$ cat src/rtl/alu_req_driver.sv
// Clocked initiator for the ALU operand/command interface: one outstanding operation,
// response timeout, transaction counter. Optional result checker under ALU_REQ_CHECK_EN.
module alu_req_driver #(
  parameter int W       = 32,
  parameter int TIMEOUT = 64,
  parameter int CNT_W   = 16
) (
  input  logic             clk,
  input  logic             reset,
  input  logic             i_req_valid,
  output logic             o_req_ready,
  input  logic [W-1:0]     i_req_a,
  input  logic [W-1:0]     i_req_b,
  input  logic [1:0]       i_req_op,
  output logic [W-1:0]     o_alu_a,
  output logic [W-1:0]     o_alu_b,
  output logic [1:0]       o_alu_op,
  input  logic             i_alu_ready,
  input  logic             i_alu_res_valid,
  input  logic [W-1:0]     i_alu_result,
  output logic             o_rsp_valid,
  input  logic             i_rsp_ready,
  output logic [W-1:0]     o_rsp_result,
  output logic             o_rsp_err,
  output logic             o_stray,
  output logic [CNT_W-1:0] o_txn_cnt
`ifdef ALU_REQ_CHECK_EN
  ,
  output logic             o_chk_err,
  output logic [CNT_W-1:0] o_chk_cnt
`endif
);

  typedef enum logic [1:0] {IDLE, ISSUE, WAIT, RESP} state_t;

  localparam int TW = 16;
  localparam logic [TW-1:0] TMO_LAST = TW'(TIMEOUT - 1);

  state_t           state_q, state_d;
  logic             req_ready_q, req_ready_d;
  logic [W-1:0]     alu_a_q, alu_a_d, alu_b_q, alu_b_d;
  logic [1:0]       alu_op_q, alu_op_d;
  logic             rsp_valid_q, rsp_valid_d;
  logic [W-1:0]     rsp_result_q, rsp_result_d;
  logic             rsp_err_q, rsp_err_d;
  logic             stray_q, stray_d;
  logic [CNT_W-1:0] txn_cnt_q, txn_cnt_d;
  logic [TW-1:0]    tmo_q, tmo_d;

  // NOTE: every _d starts from its _q so no path through this block can infer a latch.
  always_comb begin
    state_d      = state_q;
    req_ready_d  = req_ready_q;
    alu_a_d      = alu_a_q;
    alu_b_d      = alu_b_q;
    alu_op_d     = alu_op_q;
    rsp_valid_d  = rsp_valid_q;
    rsp_result_d = rsp_result_q;
    rsp_err_d    = rsp_err_q;
    txn_cnt_d    = txn_cnt_q;
    tmo_d        = tmo_q;
    stray_d      = stray_q | (i_alu_res_valid && (state_q != WAIT));

    unique case (state_q)
      IDLE: begin
        req_ready_d = 1'b1;
        if (i_req_valid && req_ready_q) begin
          alu_a_d     = i_req_a;
          alu_b_d     = i_req_b;
          alu_op_d    = i_req_op;
          req_ready_d = 1'b0;
          state_d     = ISSUE;
        end
      end
      ISSUE: begin
        if (i_alu_ready) begin
          tmo_d   = '0;
          state_d = WAIT;
        end
      end
      WAIT: begin
        tmo_d = tmo_q + TW'(1);
        // A result arriving on the timeout cycle still counts as a real result.
        if (i_alu_res_valid) begin
          rsp_result_d = i_alu_result;
          rsp_err_d    = 1'b0;
          rsp_valid_d  = 1'b1;
          state_d      = RESP;
        end else if (tmo_q == TMO_LAST) begin
          rsp_result_d = '0;
          rsp_err_d    = 1'b1;
          rsp_valid_d  = 1'b1;
          state_d      = RESP;
        end
      end
      RESP: begin
        if (i_rsp_ready) begin
          txn_cnt_d   = txn_cnt_q + CNT_W'(1);
          rsp_valid_d = 1'b0;
          req_ready_d = 1'b1;
          state_d     = IDLE;
        end
      end
      default: state_d = IDLE;
    endcase
  end

  // NOTE: sequential state uses non-blocking assignments only; reset is synchronous here.
  always_ff @(posedge clk) begin
    if (reset) begin
      state_q      <= IDLE;
      req_ready_q  <= 1'b0;
      alu_a_q      <= '0;
      alu_b_q      <= '0;
      alu_op_q     <= '0;
      rsp_valid_q  <= 1'b0;
      rsp_result_q <= '0;
      rsp_err_q    <= 1'b0;
      stray_q      <= 1'b0;
      txn_cnt_q    <= '0;
      tmo_q        <= '0;
    end else begin
      state_q      <= state_d;
      req_ready_q  <= req_ready_d;
      alu_a_q      <= alu_a_d;
      alu_b_q      <= alu_b_d;
      alu_op_q     <= alu_op_d;
      rsp_valid_q  <= rsp_valid_d;
      rsp_result_q <= rsp_result_d;
      rsp_err_q    <= rsp_err_d;
      stray_q      <= stray_d;
      txn_cnt_q    <= txn_cnt_d;
      tmo_q        <= tmo_d;
    end
  end

  assign o_req_ready  = req_ready_q;
  assign o_alu_a      = alu_a_q;
  assign o_alu_b      = alu_b_q;
  assign o_alu_op     = alu_op_q;
  assign o_rsp_valid  = rsp_valid_q;
  assign o_rsp_result = rsp_result_q;
  assign o_rsp_err    = rsp_err_q;
  assign o_stray      = stray_q;
  assign o_txn_cnt    = txn_cnt_q;

`ifdef ALU_REQ_CHECK_EN
  logic [W-1:0]     exp_res;
  logic             chk_err_q, chk_err_d;
  logic [CNT_W-1:0] chk_cnt_q, chk_cnt_d;

  always_comb begin
    unique case (alu_op_q)
      2'd0:    exp_res = alu_a_q + alu_b_q;
      2'd1:    exp_res = alu_a_q - alu_b_q;
      2'd2:    exp_res = alu_a_q & alu_b_q;
      default: exp_res = alu_a_q | alu_b_q;
    endcase
    chk_err_d = chk_err_q;
    chk_cnt_d = chk_cnt_q;
    if ((state_q == WAIT) && i_alu_res_valid && (i_alu_result != exp_res)) begin
      chk_err_d = 1'b1;
      if (!(&chk_cnt_q)) chk_cnt_d = chk_cnt_q + CNT_W'(1);
    end
  end

  always_ff @(posedge clk) begin
    if (reset) begin
      chk_err_q <= 1'b0;
      chk_cnt_q <= '0;
    end else begin
      chk_err_q <= chk_err_d;
      chk_cnt_q <= chk_cnt_d;
    end
  end

  assign o_chk_err = chk_err_q;
  assign o_chk_cnt = chk_cnt_q;
`endif

endmodule

$ cat config.mk
export PLATFORM = sky130hd
export DESIGN_NAME = alu_req_driver
export DESIGN_NICKNAME = d
export VERILOG_FILES = /design/src/rtl/alu_req_driver.sv
export SDC_FILE = /design/constraint.sdc
export NUM_CORES = 1
export LEC_CHECK = 0
export ABC_AREA = 1
export CORE_MARGIN = 8
export CORE_UTILIZATION = 46
export DETAILED_ROUTE_END_ITERATION = 10
export PLACE_DENSITY = 0.85
export SYNTH_ARGS = -nofsm -noshare
export SYNTH_HDL_FRONTEND = slang
export SYNTH_SLANG_ARGS = --single-unit
$ cat constraint.sdc
create_clock -name clk -period 3.3 [get_ports clk]
set_input_delay 0.495 -clock clk [delete_from_list [all_inputs] [get_ports clk]]
set_output_delay 0.495 -clock clk [all_outputs]
set_load 0.01 [all_outputs]
### Word-level counts from Yosys, hierarchy flattened

Cells that the tools add are included.

| word-level totals | value |
|---|---|
| register bits | 136 |
| input port bits | 104 |
| output and inout bits | 118 |
| word-level logic and storage cells | 55 |

| cells by class | value |
|---|---|
| add/sub/neg operators | 2 |
| equal/unequal tests | 9 |
| mux-type cells | 18 |
| bitwise operators | 1 |
| reduce and logical (&&, ||, !) cells | 14 |

Operators with widths:

| cell | count |
|---|---|
| $mux W32 | 2 |
| $add A16 B1 Y16 const B | 2 |
| $pmux W16 S2 | 1 |
| $eq A16 B6 Y1 const B | 1 |
| $mux W16 | 1 |
| $mux W2 | 5 |
| $reduce_and A2 Y1 | 5 |
| $ne A2 B2 Y1 const B | 4 |
| $pmux W2 S4 | 1 |
| $reduce_bool A2 Y1 | 4 |
| $mux W1 | 6 |
| $eq A2 B2 Y1 const B | 2 |
| $pmux W1 S2 | 2 |
| $reduce_and A4 Y1 | 1 |
| $ne A3 B3 Y1 const B | 1 |
| $reduce_and A3 Y1 | 1 |
| $eq A2 B1 Y1 const B | 1 |
| $logic_and A1 B1 Y1 | 2 |
| $logic_not A2 Y1 | 1 |
| $or A1 B1 Y1 | 1 |

### Longest topological paths before layout

Gate-level depths: netlist (run 1).

| logic depth | value |
|---|---|
| depth in word-level cells | 4 |
| mapped depth | 11 |
| depth with buffers taken out | 11 |

### Worst setup path before layout (run 1)

No wires, ideal clock.

| path | value |
|---|---|
| path kind | register to register |
| from | register state_q[0] |
| to | register tmo_q[7] |
| setup time | 117 ps |
| arrival | 1473 ps |
| required time | 3183 ps |
| slack | 1711 ps |
| cell stages (with the launch flop) | 11 |
| path buffers | 1 |
| period minus slack after synthesis | 1589 ps |
| path through | dfxtp_1 inv_1 ha_1 inv_2 o21ai_4 nand2_1 nand2_1 inv_2 buf_6 o21ai_1 nor2_1 |

| on the way | value |
|---|---|
| longest elaborated chain between the ends | 3 |
| elaborated cells between the ends (all ways) | 6 |
| classes of those cells | eq/ne: 3; mux: 1; reduce/logical: 2 |

Ends and longest elaborated chain:

| what | line | text |
|---|---|---|
| start, declared | 39 | `state_t state_q, state_d;` |
| start signal, assigned | 123 | `state_q <= state_d;` |
| $eq A2 B1 Y1 or $eq A2 B2 Y1 (tied branches) | 64 | `unique case (state_q)` |
| $ne A2 B2 Y1 (no source line) or $reduce_bool A2 Y1 (tied branches) | - |  |
| $reduce_and A2 Y1 (no source line) | - |  |
| end signal, assigned | 133 | `tmo_q <= tmo_d;` |
| end, declared | 48 | `logic [TW-1:0] tmo_q, tmo_d;` |

Several ways; a longest one is shown, not always the timed one.
A chain may end at the register's enable or synchronous reset.

### Final worst setup path (run 1)

| path | value |
|---|---|
| from | register state_q[0] |
| to | register alu_a_q[20] (netlist: o_alu_a[20]) |

| on the way | value |
|---|---|
| longest elaborated chain between the ends | 2 |

Ends and longest elaborated chain:

| what | line | text |
|---|---|---|
| $logic_not A2 Y1 | 64 |  |
| $reduce_and A2 Y1 (no source line) | - |  |
| end signal, assigned | 125 | `alu_a_q <= alu_a_d;` |
| end, declared | 41 | `logic [W-1:0] alu_a_q, alu_a_d, alu_b_q, alu_b_d;` |

Every way passes these cells.

==> summary.txt, run 1 <==
Status
  • Status: complete, no violations

Timing
  • Max Freq: between 400 and 500 MHz
  • Setup violations, final: 0
  • Max-slew headroom: 0.5641
  • Tcrit/Tclk final: 0.6397
  • Fin. Hold Viols: 0
  • PnR worst setup slack: approximately 1.2 ns
  • WHS: between 0.4 and 0.5 ns
  • RSZ-0062 raised after global routing: false
  • Least-Margin Pin Slew: about 0.65 ns
  • Final Critical Period: approximately 2.1 ns
  • Worst Clk Skew: ~0.0052 ns
  • Slew Viols, Final: 0
  • Final setup TNS: 0 ns

Job
  • Max-cap viol count: 0

Clocking
  • Max clock buf depth: 2
  • Post-CTS Resized: 0
  • Clk_lat worst skew: 0.41 ns
  • Clock transition at path regs: ~0.060 ns
  • Post-CTS Setup Bufs: 0
  • Post-CTS Hold Buffers: 0
  • Root Buffer Master: clkbuf_16
  • H-tree level count: 4
  • Num CTS Buffers: 17
  • Clock sinks: 136
  • TritonCTS clock tree: done

Floorplan
  • Die area: 15,410 um2
  • DIE WIDTH: about 120 um
  • Initial Utilization: 0.4711
  • Row count: 39
  • CORE AREA: between 10,000 and 15,000 um2
  • Die H: about 120 um
  • I/O pins: roughly 220

Synthesis
  • Area of the mapped netlist: between 5000 and 6000 um2
  • Syn_area_per_cell: 7.619 um2
  • Post-synthesis sequential area ratio: 0.5062
  • Syn_nets: around 800
  • Synth top area cells: dfxtp_1 51%, a21oi_1 11%, inv_1 7.0%
  • Yosys top cell area share: 0.5062
  • Syn Inst Count: around 700
  • Area leader, netlist: dfxtp_1
  • Asr flop ratio synth: 0
  • Yosys reg bits: ~140
  • Post-synth EDFFs: 0
  • Yosys warns: 0
  • Dominant synthesized flop cell: dfxtp_1
  • Synth unique cells: 31

Placed design
  • Placed inst area: 7675 um2
  • Routability congestion estimate: around 0.8
  • Dpl cells: around 1,000
  • Worst slack at placement: slightly above 1 ns
  • Input/output buffers: 221
  • DP Wirelength: roughly 12,000 um

Global routing
  • Total global routing overflow: 0
  • Global route hottest layer: met2
  • Number of global-route vias before repair: roughly 5,200
  • Antenna violations before repair: 0
  • Met3 Track Usage GR: 0.1156
  • Gr usage total: 0.2093
  • GRT met2 Usage: 0.3404
  • Met1 Usage GRT: 0.2253
  • First-pass GRT wire length: around 25,000 um
  • Pin count of the biggest net entering global routing: between 70 and 80

Worst setup path
  • Worst path top cell family by delay: buffers and inverters
  • CP Data Arrival Time: between 2 and 2.5 ns
  • Worst EP required: around 3.6 ns
  • Worst-path cell chain: inv_1 > ha_1 > nand3_4 > buf_12 > o21ai_0 > a21oi_1
  • CP max stage cell: nand3_4
  • CP Class: reg -> reg
  • Bufs and invs on worst path: 2
  • Crit path launch type: register
  • CP Capture Type: register
  • Crit path max fanout: 73
  • Largest stage delay, worst path: between 0.4 and 0.5 ns

Pwr
  • PwrDens: about 670 nW/um2
  • Switch Pwr: roughly 1.6 mW
  • Seq pwr share: 0.374
  • Total power: 5.560 mW
  • Switching part of the total: 0.2914
  • VDD IR max: 0.6669 mV
  • Gate power share: 0.279
  • Int Pwr: a little under 4 mW
  • Clock power share: 0.347
  • P_leak: roughly 3.1 nW

Finish
  • Final core utilization: 0.7251
  • ANT cells: 0
  • Nets: slightly above 1,000
  • Most common cell after layout, fill and taps aside: clkdlybuf4s50_1
  • Commonest cells after routing, fill and taps aside: 220 x clkdlybuf4s50_1, 136 x dfxtp_1, 122 x a21oi_1
  • Layout area overhead: 53.92%
  • Finished Cell Area: 8279 um2
  • Fraction of layout cells with a size suffix above 1: 0.05405
  • Filler instances: ~850
  • Fin cells: between 1,000 and 1,500

Detailed routing
  • Via density: between 4 and 5
  • Vias: between 5,000 and 6,000
  • Routed len/inst: roughly 15 um
  • Starting DRC count in detailed routing: about 220
  • DR DRC count: 0
  • Drt first pass iters: 4
  • WL final: 16,130 um
  • Post-DRT Antenna Nets: 0

Worst hold path
  • Hold Crit Class: reg -> reg
[final cells by class]
type                            instances  area [um2]  share of cell area
Clock buffer                           22       484.2             0.05849
Clock inverter                          8       120.1             0.01451
Inverter                              104       390.4             0.04715
Multi-Input combinational cell        429        2126              0.2568
Sequential cell                       136        2723              0.3288
Tap cell                              143       178.9             0.02161
Timing Repair Buffer                  226        2257              0.2726
[kinds of logic (layout without fill, tap and decap cells)]
family | after synthesis | in the layout | synth area share
compound gates | 208 | 208 | 0.1987
fa+ha+maj | 7 | 7 | 0.01628
simple gates | 212 | 212 | 0.1747
flops | 136 | 136 | 0.5062
xor+xnor | 2 | 2 | 0.003257
buf+inv | 141 | 360 | 0.1010
[routing by layer]
layer / up-vias / wire (um)
li1: 2706 / -
met1: 2370 / 6299
met2: 178 / 7543
met3: 24 / 2024
met4: 0 / 266
met5: - / 0
[worst reg2reg max path: stages (launching register included)]
cell     delay, ns
dfxtp_1       0.35
inv_1         0.12
ha_1          0.34
nand3_4       0.49
buf_12        0.41
o21ai_0       0.21
a21oi_1       0.06
[power groups by stage]
stage	sequential [mW]	combinational [mW]	clock, mW
finish	2.08	1.55	1.93
global route	2.12	1.70	2.04
CTS	2.08	1.56	1.96
detailed placement	2.11	1.55	0
global placement	2.10	1.53	0
floorplan	2.21	0.610	0
[cell usage after synthesis (2+ instances only)]
cell	instances
nor3_1	7
o21a_1	2
ha_1	7
buf_2	5
a211oi_1	3
nor3b_1	2
clkbuf_1	30
o21ai_1	5
nand3_1	51
inv_1	100
dfxtp_1	136
nor2_4	2
nand2_2	2
xnor2_1	2
inv_2	4
nand2_1	89
a21oi_1	122
o21ai_0	73
nand4_1	3
nor2_1	50
[sequential cells by signal, indices dropped and copies added (netlist names)]
name,count
o_alu_a,32
o_alu_b,32
o_rsp_result,32
o_txn_cnt,16
tmo_q,16
o_alu_op,2
state_q,2
o_req_ready,1
o_rsp_err,1
o_rsp_valid,1
o_stray,1
[final timing paths]
| check | from | endpoint | slack [ns] | depth (start not counted) |
|---|---|---|---|---|
| hold reg to reg | o_alu_b[2]$_SDFFE_PP0P_ | o_alu_b[2]$_SDFFE_PP0P_ | 0.44 | 2 |
| setup / recovery | state_q[0]$_SDFFE_PP0P_ | o_alu_a[20]$_SDFFE_PP0P_ | 1.19 | 6 |
| setup reg to reg | state_q[0]$_SDFFE_PP0P_ | o_alu_a[20]$_SDFFE_PP0P_ | 1.19 | 6 |
| hold / removal | o_alu_b[2]$_SDFFE_PP0P_ | o_alu_b[2]$_SDFFE_PP0P_ | 0.44 | 2 |
Note: power is estimated with default switching activity, not from simulation.
==> inputs of run 2 (changes only) <==
Settings changed: CORE_UTILIZATION 46 to 43, PLACE_DENSITY 0.85 to 0.8.
Clock period 3.3 ns to 2.17 ns, I/O delays scaled along.
==> run 2 against run 1 <==
  * Die area grew 6.1%
  * Setup slack lost 0.81 ns
  * Sequential power grew 51%
  * Via count shrank 0.51%
  * Combinational power grew 52%
==> summary.txt, run 2 (synthesized netlist as in run 1, its figures left out) <==
Finish
  • Nets: ~1,000
  • Layout area overhead: 56.39%
  • Finished Cell Area: 8412 um2
  • ANT cells: 0
  • Fraction of layout cells with a size suffix above 1: 0.06116
  • Filler instances: 1,020
  • Most common cell after layout, fill and taps aside: clkdlybuf4s50_1
  • Fin cells: ~1,100
  • Commonest cells after routing, fill and taps aside: 220 x clkdlybuf4s50_1, 136 x dfxtp_1, 122 x a21oi_1

Worst setup path
  • CP Capture Type: register
  • Reg2reg setup slack: 0.38 ns
  • CP Class: reg -> reg
  • Worst EP required: between 2 and 2.5 ns
  • Bufs and invs on worst path: 1
  • Worst path top cell family by delay: simple AND/OR/NAND/NOR gates
  • Crit path to: o_rsp_result[22]$_SDFFE_PP0P_
  • Worst reg-to-reg path cell count: 7
  • RR Startpoint: tmo_q[0]$_SDFFE_PP0P_
  • Crit path launch type: register
  • RR Endpoint: o_rsp_result[22]$_SDFFE_PP0P_
  • CP max stage cell: dfxtp_1
  • CP Data Arrival Time: 2.07 ns
  • Worst-path cell chain: ha_1 > nand3_1 > nor2_1 > nand3_2 > buf_12 > nand3_1 > a21oi_1
  • Worst Setup SP: tmo_q[0]$_SDFFE_PP0P_
  • Crit path max fanout: 18
  • Crit path depth: 7
  • Largest stage delay, worst path: roughly 0.37 ns
  • CP most frequent cell: nand3_1

Timing
  • Max-slew headroom: 0.6751
  • Fin. Hold Viols: 0
  • Max Freq: 558.9 MHz
  • Slew Viols, Final: 0
  • Worst Clk Skew: about 0.0079 ns
  • RSZ-0062 raised after global routing: false
  • Tcrit/Tclk final: 0.8245
  • Setup violations, final: 0
  • Least-Margin Pin Slew: 0.4873 ns
  • Final setup TNS: 0 ns
  • Final Critical Period: ~1.8 ns

Floorplan
  • Die area: around 16,000 um2
  • CORE AREA: 12,410 um2
  • DIE WIDTH: ~130 um
  • Die H: approximately 130 um
  • Row count: 41
  • Initial Utilization: 0.4333
  • I/O pins: 222

Detailed routing
  • Starting DRC count in detailed routing: 253
  • DR DRC count: 0
  • Via density: 4.756
  • Post-DRT Antenna Nets: 0
  • WL final: ~16,000 um
  • Routed len/inst: 14.54 um
  • Drt first pass iters: 4
  • Vias: around 5,300

Worst hold path
  • Hold depth: 4
  • Hold Crit Class: in -> reg

Clocking
  • Num CTS Buffers: 17
  • Post-CTS Setup Bufs: 0
  • Clock transition at path regs: ~0.06 ns
  • Post-CTS Resized: 0
  • Clk_lat worst skew: approximately 0.42 ns
  • Post-CTS Hold Buffers: 0
  • Max clock buf depth: 2
  • TritonCTS clock tree: done
  • Root Buffer Master: clkbuf_16
  • Clock sinks: about 140
  • H-tree level count: 4

Pwr
  • Total power: 8.529 mW
  • P_leak: between 3 and 4 nW
  • VDD IR max: just under 0.7 mV
  • PwrDens: slightly above 1000 nW/um2

Placed design
  • Dpl cells: about 1,100
  • Input/output buffers: about 220
  • Routability congestion estimate: roughly 0.8
  • DP Wirelength: ~12,000 um
  • Placed inst area: ~7800 um2

Status
  • Status: complete, no violations

Global routing
  • Total global routing overflow: 0
  • Antenna violations before repair: 0
  • First-pass GRT wire length: around 25,000 um
  • Gr usage total: 0.1953
  • Number of global-route vias before repair: roughly 5,200
  • Pin count of the biggest net entering global routing: 62

Job
  • Max-cap viol count: 0
## run 2: changes by cell type in the layout (fill, tap and decap cells not counted)
| cell | before | now |
|---|---|---|
| clkinv_2 | 3 | 2 |
| inv_6 | 0 | 1 |
| buf_12 | 1 | 4 |
| clkinv_4 | 0 | 2 |
| buf_4 | 4 | 6 |
## run 2: area by class of cell
cell class / instances / area, um2 / share of cell area
sequential: 136 / 2723 / 0.3237
timing repair buffer: 231 / 2332 / 0.2773
inverter: 104 / 390.4 / 0.04641
tap: 172 / 215.2 / 0.02558
clock buffer: 22 / 484.2 / 0.05756
clock inverter: 10 / 141.4 / 0.01681
multi-input combinational: 429 / 2126 / 0.2527
## run 2: worst min-delay path by stage
stage | start | end | slack [ns]
floorplan | tmo_q[10]$_SDFFE_PP0P_ | tmo_q[10]$_SDFFE_PP0P_ | 0.45
global placement | o_alu_b[6]$_SDFFE_PP0P_ | o_alu_b[6]$_SDFFE_PP0P_ | 0.43
detailed placement | o_alu_b[19]$_SDFFE_PP0P_ | o_alu_b[19]$_SDFFE_PP0P_ | 0.43
CTS | reset | o_txn_cnt[11]$_SDFFE_PP0P_ | 0.34
global route | reset | state_q[0]$_SDFFE_PP0P_ | 0.37
finish | reset | state_q[0]$_SDFFE_PP0P_ | 0.36
## run 2: through the flow
step	setup slack, ns	hold slack (ns)	utilization
2_1_floorplan	0.5805	0.4536	-
4_1_cts	0.3478	0.3375	0.6776
6_report	0.3807	0.3594	0.6776
3_3_place_gp	0.2994	0.4291	0.6272
3_5_place_dp	0.2540	0.4345	0.6272
5_1_grt	0.1724	0.3726	0.6776
## run 2: report_power, final
part           internal [mW]  switching (mW)
sequential              2.92           0.235
combinational           1.19            1.17
clock                   1.93            1.08
total                   6.04            2.49
## run 2: routing by layer
layer	up-vias	global-route usage	share of wire
met1	2327	0.1950	0.38
met2	187	0.3208	0.46
li1	2723	-	-
met3	14	0.1314	0.14
met4	0	0.06364	0.011
met5	-	0	0
## run 2: worst register-to-register path: stages, from the launching register on
cell,delay (ns)
dfxtp_1,0.37
ha_1,0.20
nand3_1,0.11
nor2_1,0.18
nand3_2,0.36
buf_12,0.30
nand3_1,0.08
a21oi_1,0.06
==> inputs of run 3 (changes only) <==
Settings changed: CORE_UTILIZATION 43 to 39, PLACE_DENSITY 0.8 to 0.77.
Clock period 2.17 ns to 1.6 ns, I/O delays scaled along.
==> run 3 against run 2 <==
  * Clock power up 12%
  * Die area grew 8.9%
  * Flip-flop and latch count stayed put
  * Global-route usage down 2.4 points
  * Via count rose by 0.99%
  * Non-clock buffer count increased by 12
  * Combinational power increased by 43%
  * Critical endpoint is now o_alu_b[19]
  * Largest cell class unchanged
  * Largest power group unchanged
==> summary.txt, run 3 (synthesized netlist as in run 1, its figures left out) <==
Floorplan
  • CORE AREA: 13,670 um2
  • Die area: 17,810 um2
  • Initial Utilization: 0.3936
  • Row count: 43
  • Die H: 133.4 um
  • DIE WIDTH: roughly 130 um
  • I/O pins: roughly 220

Clocking
  • Clk_lat worst skew: between 0.4 and 0.5 ns
  • Max clock buf depth: 2
  • Clock transition at path regs: ~0.06 ns
  • TritonCTS clock tree: done
  • Num CTS Buffers: 17
  • Clock sinks: between 100 and 150
  • Post-CTS Hold Buffers: 0
  • H-tree level count: 4
  • Root Buffer Master: clkbuf_16

Timing
  • Slew Viols, Final: 0
  • Least-Margin Pin Slew: 0.5010 ns
  • Setup violations, final: 0
  • Final Critical Period: roughly 1.6 ns
  • Tcrit/Tclk final: 0.9780
  • Max-slew headroom: 0.6660
  • PnR worst setup slack: between 0.03 and 0.04 ns
  • Max Freq: between 600 and 700 MHz
  • Fin. Hold Viols: 0
  • Worst Clk Skew: about 0.0080 ns

Global routing
  • Number of global-route vias before repair: between 5,000 and 6,000
  • Gr usage total: 0.1717
  • Pin count of the biggest net entering global routing: 60
  • Antenna violations before repair: 0
  • First-pass GRT wire length: about 25,000 um
  • Total global routing overflow: 0

Worst setup path
  • CP Data Arrival Time: ~1.3 ns
  • RR Startpoint: state_q[0]$_SDFFE_PP0P_
  • Largest stage delay, worst path: 0.57 ns
  • Worst reg-to-reg path cell count: 11
  • Bufs and invs on worst path: 1
  • CP max stage cell: clkdlybuf4s50_1
  • Worst path top cell family by delay: buffers and inverters
  • Reg2reg setup slack: roughly 0.070 ns
  • CP Capture Type: output port
  • Worst EP required: between 1 and 1.5 ns
  • Crit path launch type: register
  • Worst-path cell chain: clkdlybuf4s50_1
  • CP Class: reg -> out
  • Crit path max fanout: 2
  • RR Endpoint: tmo_q[11]$_SDFFE_PP0P_

Detailed routing
  • Vias: between 5,000 and 6,000
  • Post-DRT Antenna Nets: 0
  • Starting DRC count in detailed routing: 204
  • DR DRC count: 0
  • WL final: 15,710 um
  • Drt first pass iters: 4
  • Via density: 4.726
  • Routed len/inst: between 10 and 15 um

Worst hold path
  • Hold depth: 5
  • Hold path start: reset
  • Hold Crit Class: in -> reg
  • Hold path endpoint: tmo_q[2]$_SDFFE_PP0P_

Finish
  • Filler instances: approximately 1,200
  • Most common cell after layout, fill and taps aside: clkdlybuf4s50_1
  • Nets: 1,042
  • Fraction of layout cells with a size suffix above 1: 0.08599
  • Commonest cells after routing, fill and taps aside: 193 x clkdlybuf4s50_1, 131 x dfxtp_1, 122 x a21oi_1
  • Multi-input logic area: approximately 2200 um2
  • Layout area overhead: 58.59%
  • Register area: approximately 2700 um2
  • ANT cells: 0
  • Final core utilization: 0.6242

Placed design
  • Input/output buffers: ~220
  • Worst slack at placement: -0.1585 ns
  • DP Wirelength: about 12,000 um
  • Routability congestion estimate: roughly 0.77

Pwr
  • P_leak: between 3 and 4 nW
  • VDD IR max: between 0.7 and 0.8 mV
  • PwrDens: roughly 1300 nW/um2

Status
  • Status: complete, no violations

Job
  • Max-cap viol count: 0
run 3: cell count changes in the layout (fill, tap and decap cells not counted), sizes merged, moves of 3 or more:
cell / previous run / this run
dlygate4sd2: 0 / 13
dlymetal6s2s: 0 / 14
buf: 11 / 23
bufinv: 3 / 0
clkdlybuf4s50: 220 / 193
run 3: power by group:
part	switching, mW	internal, mW	total, mW
combinational	1.64	1.74	3.38
clock	1.38	2.00	3.38
sequential	0.328	3.98	4.31
total	3.35	7.72	11.1
run 3: worst max path at each step:
stage | from | end | slack (ns) | cells past startpoint
3_3_place_gp | i_rsp_ready | o_txn_cnt[12]$_SDFFE_PP0P_ | -0.12 | 8
4_1_cts | o_txn_cnt[5]$_SDFFE_PP0P_ | o_txn_cnt[5] | 0.0002 | 1
6_report | o_alu_b[19]$_SDFFE_PP0P_ | o_alu_b[19] | 0.04 | 1
3_5_place_dp | i_rsp_ready | o_txn_cnt[12]$_SDFFE_PP0P_ | -0.16 | 8
2_1_floorplan | state_q[0]$_SDFFE_PP0P_ | tmo_q[7]$_SDFFE_PP0P_ | 0.01 | 10
5_1_grt | state_q[0]$_SDFFE_PP0P_ | tmo_q[11]$_SDFFE_PP0P_ | -0.02 | 11
run 3: layout make-up:
cell class,count,area share
multi-input combinational,429,0.2581
sequential,136,0.3205
clock buffer,23,0.05368
inverter,104,0.04635
tap,180,0.02640
timing repair buffer,243,0.2891
clock inverter,7,0.005867
run 3: repair_timing:
action / 4_1_cts / 5_1_grt
buffers inserted: 0 / 1
setup endpoints to repair: 24 / 49
pin swaps: 1 / 3
resized for setup: 21 / 36
run 3: metal layers:
layer	track usage	vias to the layer above	routed length, um
li1	-	2737	-
met1	0.1815	2376	6188
met2	0.2737	172	7305
met3	0.1073	18	1976
met4	0.06051	0	235
met5	0	-	0
run 3: per-stage QoR:
stage	hold WS (ns)	power (mW)	cells	area (um2)	TNS, ns
2_1_floorplan	0.3847	5.819	706	5379	0
3_3_place_gp	0.4291	7.628	1091	7904	-0.5145
3_5_place_dp	0.4329	7.690	1091	7904	-0.8611
4_1_cts	0.3240	11.14	1121	8408	0
5_1_grt	0.3351	11.71	1122	8531	-0.02062
6_report	0.3041	11.07	1122	8531	0
==> edit: new RTL, flow settings as in run 3 <==
Set the parameter `W` to 48 (it was 32).
--- a/src/rtl/alu_req_driver.sv
+++ b/src/rtl/alu_req_driver.sv
@@ -2,5 +2,5 @@
 // response timeout, transaction counter. Optional result checker under ALU_REQ_CHECK_EN.
 module alu_req_driver #(
-  parameter int W       = 32,
+  parameter int W       = 48,
   parameter int TIMEOUT = 64,
   parameter int CNT_W   = 16
Interface: changed (6 resized); port bits go from 222 to 318. No check against the original RTL was run, so the function may have changed too.
==> edit against run 3 <==
Area after synthesis increased by 31%; total power increased by 32%; design area increased by 35%; setup slack improved by 0.0036 ns; routed wire length increased by 46%; register-to-register slack got worse by 0.03 ns; sequential cell count increased by 48; count of clock-buffer cells in the layout decreased by 6; critical path type unchanged.
==> edit: results (changes against run 3) <==
reg2reg setup slack=0.04 ns (was 0.07 ns); detailed-route via count=7034 (was 5303); worst r2r path cells=6 (was 11); R2R Path End=tmo_q[5]$_SDFFE_PP0P_ (was tmo_q[11]$_SDFFE_PP0P_); largest net degree at the start of global routing=66 (was 60); WHS=0.2966 ns (was 0.3041 ns); DR WL/cell=15.54 µm (was 14.00 µm); PortBufs=317 (was 221); CP top delay family=buffers and inverters (unchanged); outcome=completed (unchanged); first-pass GRT wire length=34440 µm (was 24830 µm); Fill cells=1503 (was 1225); Worst EP arrival=1.32 ns (about the same); post-synthesis sequential area ratio=0.5227 (was 0.5062); synthesized instance count=916 (was 706); Vias/cell=4.762 (was 4.726); Synth top cells by count=dfxtp_1, a21oi_1, inv_1 (unchanged); Max VDD drop=0.0008761 V (was 0.0007782 V); worst hold path depth=3 (was 5); multi-input logic area=2723 µm² (was 2202 µm²); CLK BUF=17 (was 23); Metal-1 WL=8713 µm (was 6188 µm); First-pass DRT Iterations=7 (was 4); DRC=0 (unchanged); Crit-path slowest cell=clkdlybuf4s50_1 (unchanged); Mapped Nets=1075 (was 817); wire length on met3=2847 µm (was 1976 µm); M2 GR Usage=0.3177 (was 0.2737); post-DP HPWL=16580 µm (was 11570 µm); fraction of area in multi-input gates=0.2359 (was 0.2581); met2 WL=11060 µm (was 7305 µm); grt met1 use=0.2118 (was 0.1815); FFs & Latches=184 (was 136); routability cong.=0.8097 (was 0.7743); initial detailed-routing violation count=333 (was 204); Final non-clock buffer share=0.3239 (was 0.2891); Register Area=3699 µm² (was 2734 µm²); Hold Crit Endpoint=o_txn_cnt[7]$_SDFFE_PP0P_ (was tmo_q[2]$_SDFFE_PP0P_); GR Util All Layers=0.1918 (was 0.1717); placed insts=1439 (was 1091); Setup WS pre-CTS=-0.2096 ns (was -0.1585 ns); Synth cell types=30 (was 31); nonclk buf count=355 (was 243); Max FO, Critical Path=2 (unchanged); insertion delay to the later sink of the worst-skew pair=0.43 ns (was 0.41 ns); DP Area=10620 µm² (was 7904 µm²); ClkCell Share=0.05041 (was 0.05955); Max-slew headroom=0.7948 (was 0.6660); Synth area leaders=dfxtp_1, a21oi_1, o21ai_0 (was dfxtp_1, a21oi_1, inv_1); share of layout cells above drive strength 1=0.08894 (was 0.08599); number of global-route vias before repair=6677 (was 5039); met3 Track Usage GR=0.1004 (was 0.1073); Max Clock Skew=0.01692 ns (was 0.007963 ns); CTS root buf=clkbuf_16 (unchanged); Leakage=5.696 nW (was 3.426 nW); #MultiIn Comb=541 (was 429); Inverters=136 (was 104); initial antenna violation count=0 (unchanged)
-- edit: changes by cell type after synthesis, moves of 17 or more --
| cell | run 3 | this run |
|---|---|---|
| a21oi_1 | 122 | 170 |
| dfxtp_1 | 136 | 184 |
| nand2_1 | 89 | 106 |
| nand3_1 | 51 | 68 |
| o21ai_0 | 73 | 105 |
| inv_1 | 100 | 130 |
-- edit: how the worst max path moves through the flow --
stage | slack [ns] | startpoint | end
2_1_floorplan | 0.02 | state_q[0]$_SDFFE_PP0P_ | o_rsp_result[27]$_SDFFE_PP0P_
3_3_place_gp | -0.17 | i_rsp_ready | o_txn_cnt[7]$_SDFFE_PP0P_
3_5_place_dp | -0.21 | i_rsp_ready | o_txn_cnt[7]$_SDFFE_PP0P_
4_1_cts | 0.0009 | o_rsp_result[18]$_SDFFE_PP0P_ | o_rsp_result[18]
5_1_grt | -0.08 | state_q[0]$_SDFFE_PP0P_ | tmo_q[9]$_SDFFE_PP0P_
6_report | 0.04 | o_alu_b[42]$_SDFFE_PP0P_ | o_alu_b[42]
-- edit: repair_timing --
item / 4_1_cts / 5_1_grt
hold buffers: 0 / 0
resized for setup: 54 / 108
pin swaps: 2 / 7
setup endpoints to repair: 83 / 179
gates cloned: 0 / 1
setup buffers: 3 / 2
-- edit: where the power goes --
group	switching, mW	internal (mW)
registers	0.425	5.41
logic	2.27	2.31
clock network	1.99	2.22
total	4.68	9.93
-- edit: logic make-up after synthesis --
| family | after synthesis | share of synthesized area |
|---|---|---|
| AO/OA/AOI/OAI | 288 | 0.2085 |
| flip-flops | 184 | 0.5227 |
| XOR/XNOR | 2 | 0.002486 |
| adder cells (fa/ha/maj) | 7 | 0.01243 |
| AND/OR/NAND/NOR | 244 | 0.1488 |
| buffers and inverters | 191 | 0.1051 |
